$ cat config.mk
export PLATFORM = sky130hd
export DESIGN_NAME = clk_divider
export DESIGN_NICKNAME = d
export VERILOG_FILES = /design/src/rtl/clk_divider_pkg.sv /design/src/rtl/clk_divider.sv
export SDC_FILE = /design/constraint.sdc
export NUM_CORES = 1
export LEC_CHECK = 0
export ABC_CLOCK_PERIOD_IN_PS = 9800
export BUFFER_PORTS_ARGS = -buffer_cell sky130_fd_sc_hd__buf_2
export CORE_ASPECT_RATIO = 0.7
export CORE_MARGIN = 1
export CORE_UTILIZATION = 63
export CTS_CLUSTER_DIAMETER = 150
export DETAILED_ROUTE_END_ITERATION = 7
export PLACE_DENSITY = 0.82
export SYNTH_ARGS = -nofsm -noshare
export SYNTH_HDL_FRONTEND = slang
export SYNTH_SLANG_ARGS = --single-unit
export TNS_END_PERCENT = 10
$ cat constraint.sdc
create_clock -name clk -period 9.8 [get_ports clk]
set_clock_uncertainty 0.15 [all_clocks]
set_input_delay 0.98 -clock clk [delete_from_list [all_inputs] [get_ports clk]]
set_output_delay 0.98 -clock clk [all_outputs]
set_load 0.05 [all_outputs]
$ cat src/rtl/clk_divider_pkg.sv
// Shared constants and elaboration-time helpers for the fractional clock divider.
// These helpers compute widths only. They contain no logic.
package clk_divider_pkg;

    localparam int CLK_50M     = 50_000_000;
    localparam int BAUD_9600   = 9_600;
    localparam int BAUD_38400  = 38_400;
    localparam int BAUD_115200 = 115_200;

    // Ceiling log2. Values up to (value-1) fit in the returned number of bits.
    function automatic int clog2(input longint value);
        int     width;
        longint v;
        width = 0;
        v     = value - 1;
        while (v > 0) begin
            width = width + 1;
            v     = v >> 1;
        end
        return width;
    endfunction

    // The largest intermediate value is (FBASE - 1) + 2*FOUT. That value must fit.
    function automatic int acc_width(input longint fbase, input longint fout);
        return clog2(fbase + 2 * fout);
    endfunction

endpackage

$ cat src/rtl/clk_divider.sv
// Fractional clock divider: phase accumulator gives exact long-term FOUT from FBASE; out and tick are
// registered and change on the same edge as the accumulator wrap; en=0 freezes phase (no backpressure).
module clk_divider
    import clk_divider_pkg::*;
#(
    parameter int FBASE = CLK_50M,
    parameter int FOUT  = BAUD_9600
) (
    input  logic clk,
    input  logic rst,
    input  logic en,
    output logic out,
    output logic tick
);

    localparam int            AW   = acc_width(FBASE, FOUT);
    localparam logic [AW-1:0] STEP = AW'(2 * FOUT);
    localparam logic [AW-1:0] MOD  = AW'(FBASE);

    generate
        if (FBASE <= 0 || FOUT <= 0 || 2 * FOUT > FBASE) begin : g_param_check
            $error("clk_divider: need FBASE > 0, FOUT > 0 and 2*FOUT <= FBASE (FBASE=%0d FOUT=%0d)",
                   FBASE, FOUT);
        end
    endgenerate

    logic [AW-1:0] acc;
    logic [AW-1:0] sum;
    logic          wrap;

    // AW holds acc + STEP without overflow. One wrap per edge is at most one toggle, because STEP <= MOD.
    assign sum  = acc + STEP;
    assign wrap = (sum >= MOD);

    always_ff @(posedge clk) begin
        if (rst) begin
            acc  <= '0;
            out  <= 1'b0;
            tick <= 1'b0;
        end else if (en) begin
            acc  <= wrap ? (sum - MOD) : sum;
            out  <= wrap ? ~out : out;
            tick <= wrap & ~out;
        end else begin
            tick <= 1'b0;
        end
    end

endmodule

==> run_results.csv, run 1 <==
group,metric,value,unit
routing,detail_route.vias_per_cell,6.568,
timing,setup_ws,5.986,ns
setup_path,timing.rr.end,"acc[13]",
floorplan,initial_core_util,68.64,%
synthesis,ys_types,55,
place,hpwl,3124,um
timing,slew_violations,0,
grt,grt_pass1_vias,1470,
clock_network,clk_pin_slew,0.08,ns
timing,whs,0.3275,ns
synthesis,ys_ff_latch,21,
power,seq_power_share,50.5,%
clock_network,clock-sinks,21,
finish,areaGrowthSynthToFinish,3.957,%
floorplan,die_h,45.96,um
routing,final_antenna_net_count,0,
setup_path,cp_slowest_cell,"dfxtp_1",
grt,antenna_found_initial,0,
grt,grt.total_usage,31.37,%
timing,max_freq,0.2622,GHz
clock_network,clock_latency,0.26,ns
grt,grt_max_degree,27,
place,gp_congestion,0.9118,
setup_path,crit_arrival,3.82,ns
hold_path,min_path_type,"reg -> reg",
setup_path,critPathMaxFanout,11,
timing,relSlewSlack,28.82,%
routing,wl_per_cell,16.83,um
power,power,0.1915,mW
hold_path,whs_path_depth,1,
synthesis,synth.avg_cell_area,7.730,um2
floorplan,io_pins,5,
place,dpl_worst_slack,6.056,ns
grt,gr-total-overflow,0,
synthesis,synth_warnings,0,
clock_network,cts_hold_buf,0,
power,switching_share,31.53,%
routing,vias,1688,
synthesis,synthArstFlopShare,0,%
synthesis,syn_inst,225,
finish,nFillCells,201,
hold_path,hp-start,"out",
routing,drt_iter0_markers,180,
timing,hold_violations,0,
timing,worstMarginPinSlew,1.060,ns
finish,final_common_cell,"nor2_1",
setup_path,r2r_setup_slack,5.99,ns
setup_path,cp_slowest_stage_delay,0.53,ns
clock_network,cts_buffers,3,
routing,drtPass1Iterations,5,
synthesis,ys.flop_type,"dfxtp_1",
power,p_switching,0.06039,mW
finish,nets,232,
clock_network,root_buffer,"clkbuf_8",
floorplan,rows,15,
clock_network,cts_resized,0,
timing,finalSetupTns,0,ns
finish,drive_above_1_share,8.072,%
power,p_leak,0.6293,nW
finish,final_cell_mix,"nor2_1, dfxtp_1, nand2_1, xnor2_1, nand3_1",
place,port_buffers,4,
timing,rsz0062_at_grt,"no",
power,clockPowerShare,30.5,%
finish,insertedDiodeCount,0,
grt,grt_pass1_wl,6886,um
floorplan,core-area,2534,um2
run,cap_violations,0,
timing,min_period_over_period,38.92,%
synthesis,ys_seq_area_share,24.17,%
synthesis,syn_area,1739,um2
power,power-per-cell-area,105.9,nW/um2
floorplan,dieArea,2978,um2
setup_path,crit_type,"reg -> reg",
setup_path,path_cells,"inv_1 > ha_1 > nand2b_1 > a2111oi_2 > xnor2_1 > nor4_2 > a41oi_1 > buf_4 > nor2_1 > and3_1 > a31oi_1 > mux2_1",
setup_path,start_kind,"flip-flop",
routing,wl,4326,um
setup_path,cp_data_required_time,9.80,ns
outcome,status,"completed",
setup_path,critPathCaptureType,"flip-flop",
timing,fin_crit,3.814,ns
setup_path,r2r-start,"acc[8]",
floorplan,die_w,64.80,um
clock_network,cts_max_level,1,
clock_network,cts_tree,"built",
synthesis,synth_enable_flop_cells,0,
clock_network,postCtsSetupBuffers,0,
power,ir_drop,0.06983,mV
setup_path,rr_worst_depth,12,
clock_network,clockBufferDepth,2,
synthesis,synth_fp_nets,233,
power,combPwrFrac,19.0,%
hold_path,min_to,"tick",
power,power.internal,0.1311,mW
routing,drc,0,
timing,setup_violations,0,
[power by group through the flow]
stage	registers, mW	logic, mW	clock network, mW
2_1_floorplan	0.0937	0.0326	0
3_3_place_gp	0.0982	0.0339	0
3_5_place_dp	0.0987	0.0353	0
4_1_cts	0.0966	0.0357	0.0588
5_1_grt	0.0978	0.0397	0.0630
6_report	0.0968	0.0363	0.0584
[flip-flops by register name, summed over array words and instances, names as in the netlist]
register / cells
out: 1
acc: 19
tick: 1
[worst max-delay path, delay by kind of cell (launching register included)]
kind	cells	cell delay, ns
mux	1	0.34
xor+xnor	1	0.15
buf+inv	2	0.31
fa+ha+maj	1	0.27
compound gates	3	0.61
flops	1	0.53
simple gates	4	1.34
[per-layer routing]
metal  global-route usage [%]  wire, um  vias up
met5                        0         0        -
met4                    8.444        55        0
met3                    6.500       380       11
met2                    49.17      1880       83
met1                    43.75      2008      789
li1                         -         -      805
[worst max-delay path by stage]
stage	startpoint	end	depth (start not counted)
2_1_floorplan	acc[8]	acc[19]	12
3_3_place_gp	acc[8]	acc[13]	12
3_5_place_dp	acc[8]	acc[13]	12
4_1_cts	acc[8]	acc[13]	12
5_1_grt	acc[8]	acc[13]	12
6_report	acc[8]	acc[13]	12
[cell type report]
class                   count  area (um2)  share of cell area (%)
multi-input cells         187        1249                   69.07
flip-flops and latches     21       420.4                   23.25
well taps                  34       42.54                   2.353
clock buffers               3       41.29                   2.284
repair buffers              5       27.53                   1.522
inverters                   6       22.52                   1.246
clock inverters             1       5.005                  0.2768
[stage by stage]
| step | area [um2] | utilization [%] | cells |
|---|---|---|---|
| floorplan | 1739 | - | 225 |
| global placement | 1762 | 69.53 | 253 |
| detailed placement | 1762 | 69.53 | 253 |
| CTS | 1808 | 71.36 | 257 |
| global route | 1808 | 71.36 | 257 |
| finish | 1808 | 71.36 | 257 |
[cells by family after synthesis]
group / Yosys count / synth area share, %
AND/OR/NAND/NOR: 96 / 28.27
AO/OA/AOI/OAI: 50 / 20.86
multiplexers: 9 / 5.468
flip-flops: 21 / 24.17
adder cells (fa/ha/maj): 5 / 3.597
buffers and inverters: 17 / 4.028
XOR/XNOR: 27 / 13.60
[Yosys cell counts, types with 2 or more instances]
cell / number / area [um2]
nand3b_1: 2 / 15.01
a32oi_1: 3 / 26.28
nand3_1: 11 / 55.05
a31o_1: 2 / 17.52
o22ai_1: 2 / 12.51
inv_1: 6 / 22.52
o21ai_1: 3 / 15.01
clkbuf_1: 5 / 18.77
a211o_1: 2 / 17.52
dfxtp_1: 21 / 420.4
mux2i_1: 5 / 50.05
and2_1: 2 / 12.51
a211oi_1: 3 / 22.52
nand2b_1: 4 / 25.02
o31ai_1: 2 / 15.01
xor2_1: 8 / 70.07
nand2_1: 19 / 71.32
nor2_2: 2 / 12.51
o21ai_0: 7 / 35.03
nor2_1: 32 / 120.1
a21oi_1: 6 / 30.03
nor2b_1: 3 / 18.77
mux2_1: 4 / 45.04
a31oi_1: 5 / 31.28
and3_1: 6 / 37.54
nor3_1: 3 / 15.01
ha_1: 5 / 62.56
buf_2: 5 / 25.02
nor4_1: 2 / 12.51
a311oi_1: 2 / 17.52
xnor2_1: 19 / 166.4
(Power assumes the default switching activity.)
==> run 2: changes to the inputs <==
- ABC_AREA: default -> 1
- ABC_CLOCK_PERIOD_IN_PS: 9800 -> 3750
- clock period: 9.8 -> 3.75 ns (I/O delays scaled with it)
==> run_results.csv, run 2 <==
group,metric,value,unit
power,power,0.5730,mW
clock_network,clk_pin_slew,0.10,ns
clock_network,postCtsSetupBuffers,0,
finish,nets,399,
floorplan,dieArea,3865,um2
grt,grt_max_degree,25,
timing,fin_crit,3.014,ns
place,dp_cells,433,
place,port_buffers,4,
setup_path,crit_path_start,"acc[8]",
grt,grt.total_usage,34.89,%
setup_path,start_kind,"flip-flop",
clock_network,clock-sinks,21,
routing,detail_route.vias_per_cell,5.572,
finish,final_cell_mix,"nand2_1, nand3_1, inv_1",
grt,grt_pass1_wl,10030,um
finish,drive_above_1_share,16.41,%
finish,nFillCells,313,
synthesis,synthTopCellsByCount,"nand2_1, nand3_1, inv_1, nor2_1, nand2_2",
synthesis,synth.area.top_cells,"nand2_1, dfxtp_1, nand3_1",
finish,seq_area,420.4,um2
synthesis,syn_area,2278,um2
synthesis,synth_top_area_share,21.09,%
clock_network,clockBufferDepth,2,
outcome,status,"completed",
floorplan,die_w,73.88,um
clock_network,cts_tree,"built",
synthesis,yosysTopAreaCell,"nand2_1",
grt,grt_pass1_vias,2025,
finish,insertedDiodeCount,0,
finish,top_regs,"acc x19, out x1, tick x1",
synthesis,yosysMostFrequentCell,"nand2_1",
clock_network,root_buffer,"clkbuf_8",
clock_network,clock_latency,0.28,ns
synthesis,synth.avg_cell_area,5.783,um2
setup_path,critPathCaptureType,"flip-flop",
finish,stdcell_count,437,
routing,wl,6073,um
timing,finalSetupTns,0,ns
floorplan,initial_core_util,69.11,%
power,ir_drop,0.1598,mV
finish,top_register,"acc",
place,gp_congestion,0.9193,
floorplan,core-area,3297,um2
synthesis,synth_enable_flop_cells,0,
timing,hold_violations,0,
hold_path,min_path_type,"reg -> reg",
timing,relSlewSlack,55.30,%
synthesis,syn_inst,394,
clock_network,cts_max_level,1,
finish,multiInputGateArea,1592,um2
synthesis,synthArstFlopShare,0,%
clock_network,cts_hold_buf,0,
floorplan,rows,17,
routing,wl_per_cell,13.90,um
clock_network,cts_buffers,3,
finish,largest_reg_flops,19,
routing,drc,0,
routing,vias,2435,
setup_path,r2r_setup_slack,0.74,ns
synthesis,ys_ff_latch,21,
synthesis,synth_warnings,0,
hold_path,hp-start,"out",
timing,max_freq,0.3317,GHz
timing,slew_violations,0,
synthesis,ys.flop_type,"dfxtp_1",
timing,setup_violations,0,
grt,gr-total-overflow,0,
timing,setup_ws,0.7356,ns
setup_path,critPathMaxFanout,24,
setup_path,r2r-start,"acc[8]",
timing,whs,0.3429,ns
synthesis,synth_fp_nets,402,
power,power-per-cell-area,245.7,nW/um2
timing,worstMarginPinSlew,0.6697,ns
run,cap_violations,0,
clock_network,cts_resized,0,
synthesis,ys_types,28,
routing,drt_iter0_markers,234,
routing,final_antenna_net_count,0,
floorplan,io_pins,5,
place,dpl_worst_slack,0.8478,ns
routing,drtPass1Iterations,5,
setup_path,crit_arrival,3.06,ns
synthesis,ys_seq_area_share,18.45,%
timing,min_period_over_period,80.38,%
grt,antenna_found_initial,0,
power,p_leak,1.041,nW
timing,rsz0062_at_grt,"no",
setup_path,cp_data_required_time,3.79,ns
floorplan,die_h,52.32,um
setup_path,crit_type,"reg -> reg",
place,hpwl,4695,um
finish,areaGrowthSynthToFinish,2.361,%
finish,final_common_cell,"nand2_1",
## run 2: through the flow
stage / instance area [um2] / util [%]
floorplan: 2278 / -
global placement: 2286 / 69.34
CTS: 2332 / 70.74
finish: 2332 / 70.74
detailed placement: 2286 / 69.34
global route: 2332 / 70.74
## run 2: routing by layer
layer / GRT usage [%] / wire, um / vias up
met5: 0 / 0 / -
met4: 4.167 / 51 / 0
met3: 8.654 / 622 / 6
met2: 49.39 / 2324 / 112
met1: 53.50 / 3075 / 1082
li1: - / - / 1235
## run 2: final cells by class
| class | count | area share (%) |
|---|---|---|
| multi-input combinational | 309 | 68.24 |
| sequential | 21 | 18.03 |
| inverter | 52 | 8.369 |
| tap | 47 | 2.521 |
| clock buffer | 3 | 1.770 |
| timing repair buffer | 4 | 0.8584 |
| clock inverter | 1 | 0.2146 |
## run 2: path summary, 6_finish.rpt
path	to	cells past startpoint
max	acc[12]	15
min	out	2
max reg2reg	acc[12]	15
min reg2reg	out	2
## run 2: cell families (layout without fill, tap and decap cells)
kind of cell	count (synthesis)	count (layout)	synth area share (%)
flops	21	21	18.45
xor+xnor	11	11	5.053
fa+ha+maj	5	5	2.746
simple gates	265	265	54.91
buf+inv	64	60	11.70
compound gates	28	28	7.139
## run 2: power breakdown
group          leakage (nW)  switching, mW  internal, mW
clock network        0.0255         0.0919        0.0745
logic                 0.844          0.105        0.0504
registers             0.171         0.0183         0.233
total                  1.04          0.216         0.357
## run 2: critical path: stages, from the launching register on
cell and delay, ns:
dfxtp_1 0.49, inv_1 0.10, ha_1 0.23, xnor2_1 0.37
nor2_1 0.08, nand2_1 0.10, nand2_1 0.09, nor2_2 0.15
nand3_2 0.09, nand2_2 0.09, nand3_2 0.23, nand3_4 0.33
nand2_1 0.08, nand2_1 0.09, nand2_1 0.07, a21oi_1 0.17
==> run 3: changes to the inputs <==
- ABC_CLOCK_PERIOD_IN_PS: 3750 -> 3150
- clock period: 3.75 -> 3.15 ns (I/O delays scaled with it)
==> run_results.csv, run 3 (synthesis gave the netlist of run 2 again) <==
group,metric,value,unit
setup_path,start_kind,"flip-flop",
hold_path,whs_path_depth,3,
timing,hold_violations,0,
timing,worstMarginPinSlew,0.6848,ns
finish,insertedDiodeCount,0,
floorplan,die_w,73.88,um
routing,detail_route.vias_per_cell,5.550,
floorplan,core-area,3297,um2
routing,drc,0,
place,port_buffers,4,
setup_path,crit_type,"reg -> reg",
routing,drtPass1Iterations,5,
floorplan,dieArea,3865,um2
timing,relSlewSlack,54.30,%
finish,largest_reg_flops,19,
grt,busiest_layer,"met1",
clock_network,clockBufferDepth,2,
routing,vias,2431,
floorplan,initial_core_util,69.11,%
floorplan,die_h,52.32,um
finish,final_common_cell,"nand2_1",
routing,wl,5987,um
finish,nets,400,
clock_network,clock-sinks,21,
setup_path,crit_arrival,2.89,ns
outcome,status,"completed",
setup_path,rr_worst_depth,17,
timing,setup_violations,0,
setup_path,critPathCaptureType,"flip-flop",
finish,final_cell_mix,"nand2_1, nand3_1, inv_1",
timing,rsz0062_at_grt,"no",
timing,setup_ws,0.3085,ns
timing,slew_violations,0,
grt,met3_usage,7.308,%
grt,grt_util_met1,52.45,%
timing,min_period_over_period,90.21,%
finish,utilization,71.54,%
finish,stdcell_count,438,
routing,wl_per_cell,13.67,um
grt,grt_pass1_vias,1954,
power,ir_drop,0.1946,mV
place,dp_cells,433,
place,dpl_worst_slack,0.1939,ns
clock_network,cts_hold_buf,0,
place,dpl_cell_area,2286,um2
grt,grt.total_usage,33.06,%
timing,whs,0.3274,ns
timing,fin_crit,2.842,ns
hold_path,min_path_type,"in -> reg",
clock_network,cts_max_level,1,
grt,grtUsageMet2,44.50,%
grt,grt_pass1_wl,9508,um
place,hpwl,4543,um
clock_network,cts_buffers,3,
routing,drt_iter0_markers,277,
grt,grt_max_degree,25,
floorplan,io_pins,5,
setup_path,critPathMaxFanout,13,
power,p_leak,1.057,nW
timing,finalSetupTns,0,ns
finish,drive_above_1_share,16.88,%
timing,max_freq,0.3519,GHz
grt,antenna_found_initial,0,
routing,final_antenna_net_count,0,
power,power,0.6733,mW
clock_network,root_buffer,"clkbuf_8",
place,gp_congestion,0.9821,
finish,top_register,"acc",
finish,top_regs,"acc x19, out x1, tick x1",
finish,areaGrowthSynthToFinish,3.514,%
floorplan,rows,17,
power,power-per-cell-area,285.5,nW/um2
grt,gr-total-overflow,0,
clock_network,clk_pin_slew,0.09,ns
run,cap_violations,0,
finish,design_area,2359,um2
setup_path,cp_data_required_time,3.20,ns
clock_network,cts_tree,"built",
clock_network,clock_latency,0.27,ns
-- run 3: cell count changes in the layout (fill, tap and decap cells not counted) --
cell	previous run	this run
nand3_4	1	3
dfxtp_1	21	20
dfxtp_2	0	1
nand3_2	4	3
-- run 3: path summary, 6_finish.rpt --
path	start	end	slack [ns]
min	en	acc[16]	0.33
min reg2reg	out	out	0.35
max reg2reg	acc[8]	acc[19]	0.31
max	acc[8]	acc[19]	0.31
-- run 3: layout make-up --
type	count	area [um2]
clock buffer	3	41.29
clock inverter	1	5.005
timing repair buffer	4	20.02
tap	47	58.81
sequential	21	421.7
multi-input combinational	310	1617
inverter	52	195.2
fill	307	938.4
-- run 3: critical path: stages (launching register included) --
cell	delay, ns
dfxtp_2	0.41
inv_1	0.08
ha_1	0.23
inv_1	0.08
nand2_2	0.06
nand2_4	0.11
nand2_2	0.08
nand2_2	0.11
nand3_1	0.09
nand2_1	0.07
nand2_1	0.14
nand3_1	0.14
nor2_2	0.06
nor2_4	0.30
nand3_4	0.22
nand2_1	0.12
nand3_1	0.14
a21oi_1	0.17
-- run 3: what timing repair did --
action	CTS	global route
endpoints found under the setup margin	0	16
resized for setup	0	3
buffers inserted	0	0
endpoints found under the hold margin	0	0
-- run 3: layer usage --
metal / share of wire [%] / vias to the layer above
met5: 0 / -
met4: 0.60 / 0
met3: 10 / 4
met2: 38 / 114
met1: 51 / 1068
li1: - / 1245
-- run 3: power breakdown --
group	internal (mW)	switching, mW	total [mW]
Sequential	0.277	0.0208	0.298
Clock	0.0886	0.106	0.194
Combinational	0.0598	0.121	0.181
Total	0.425	0.248	0.673
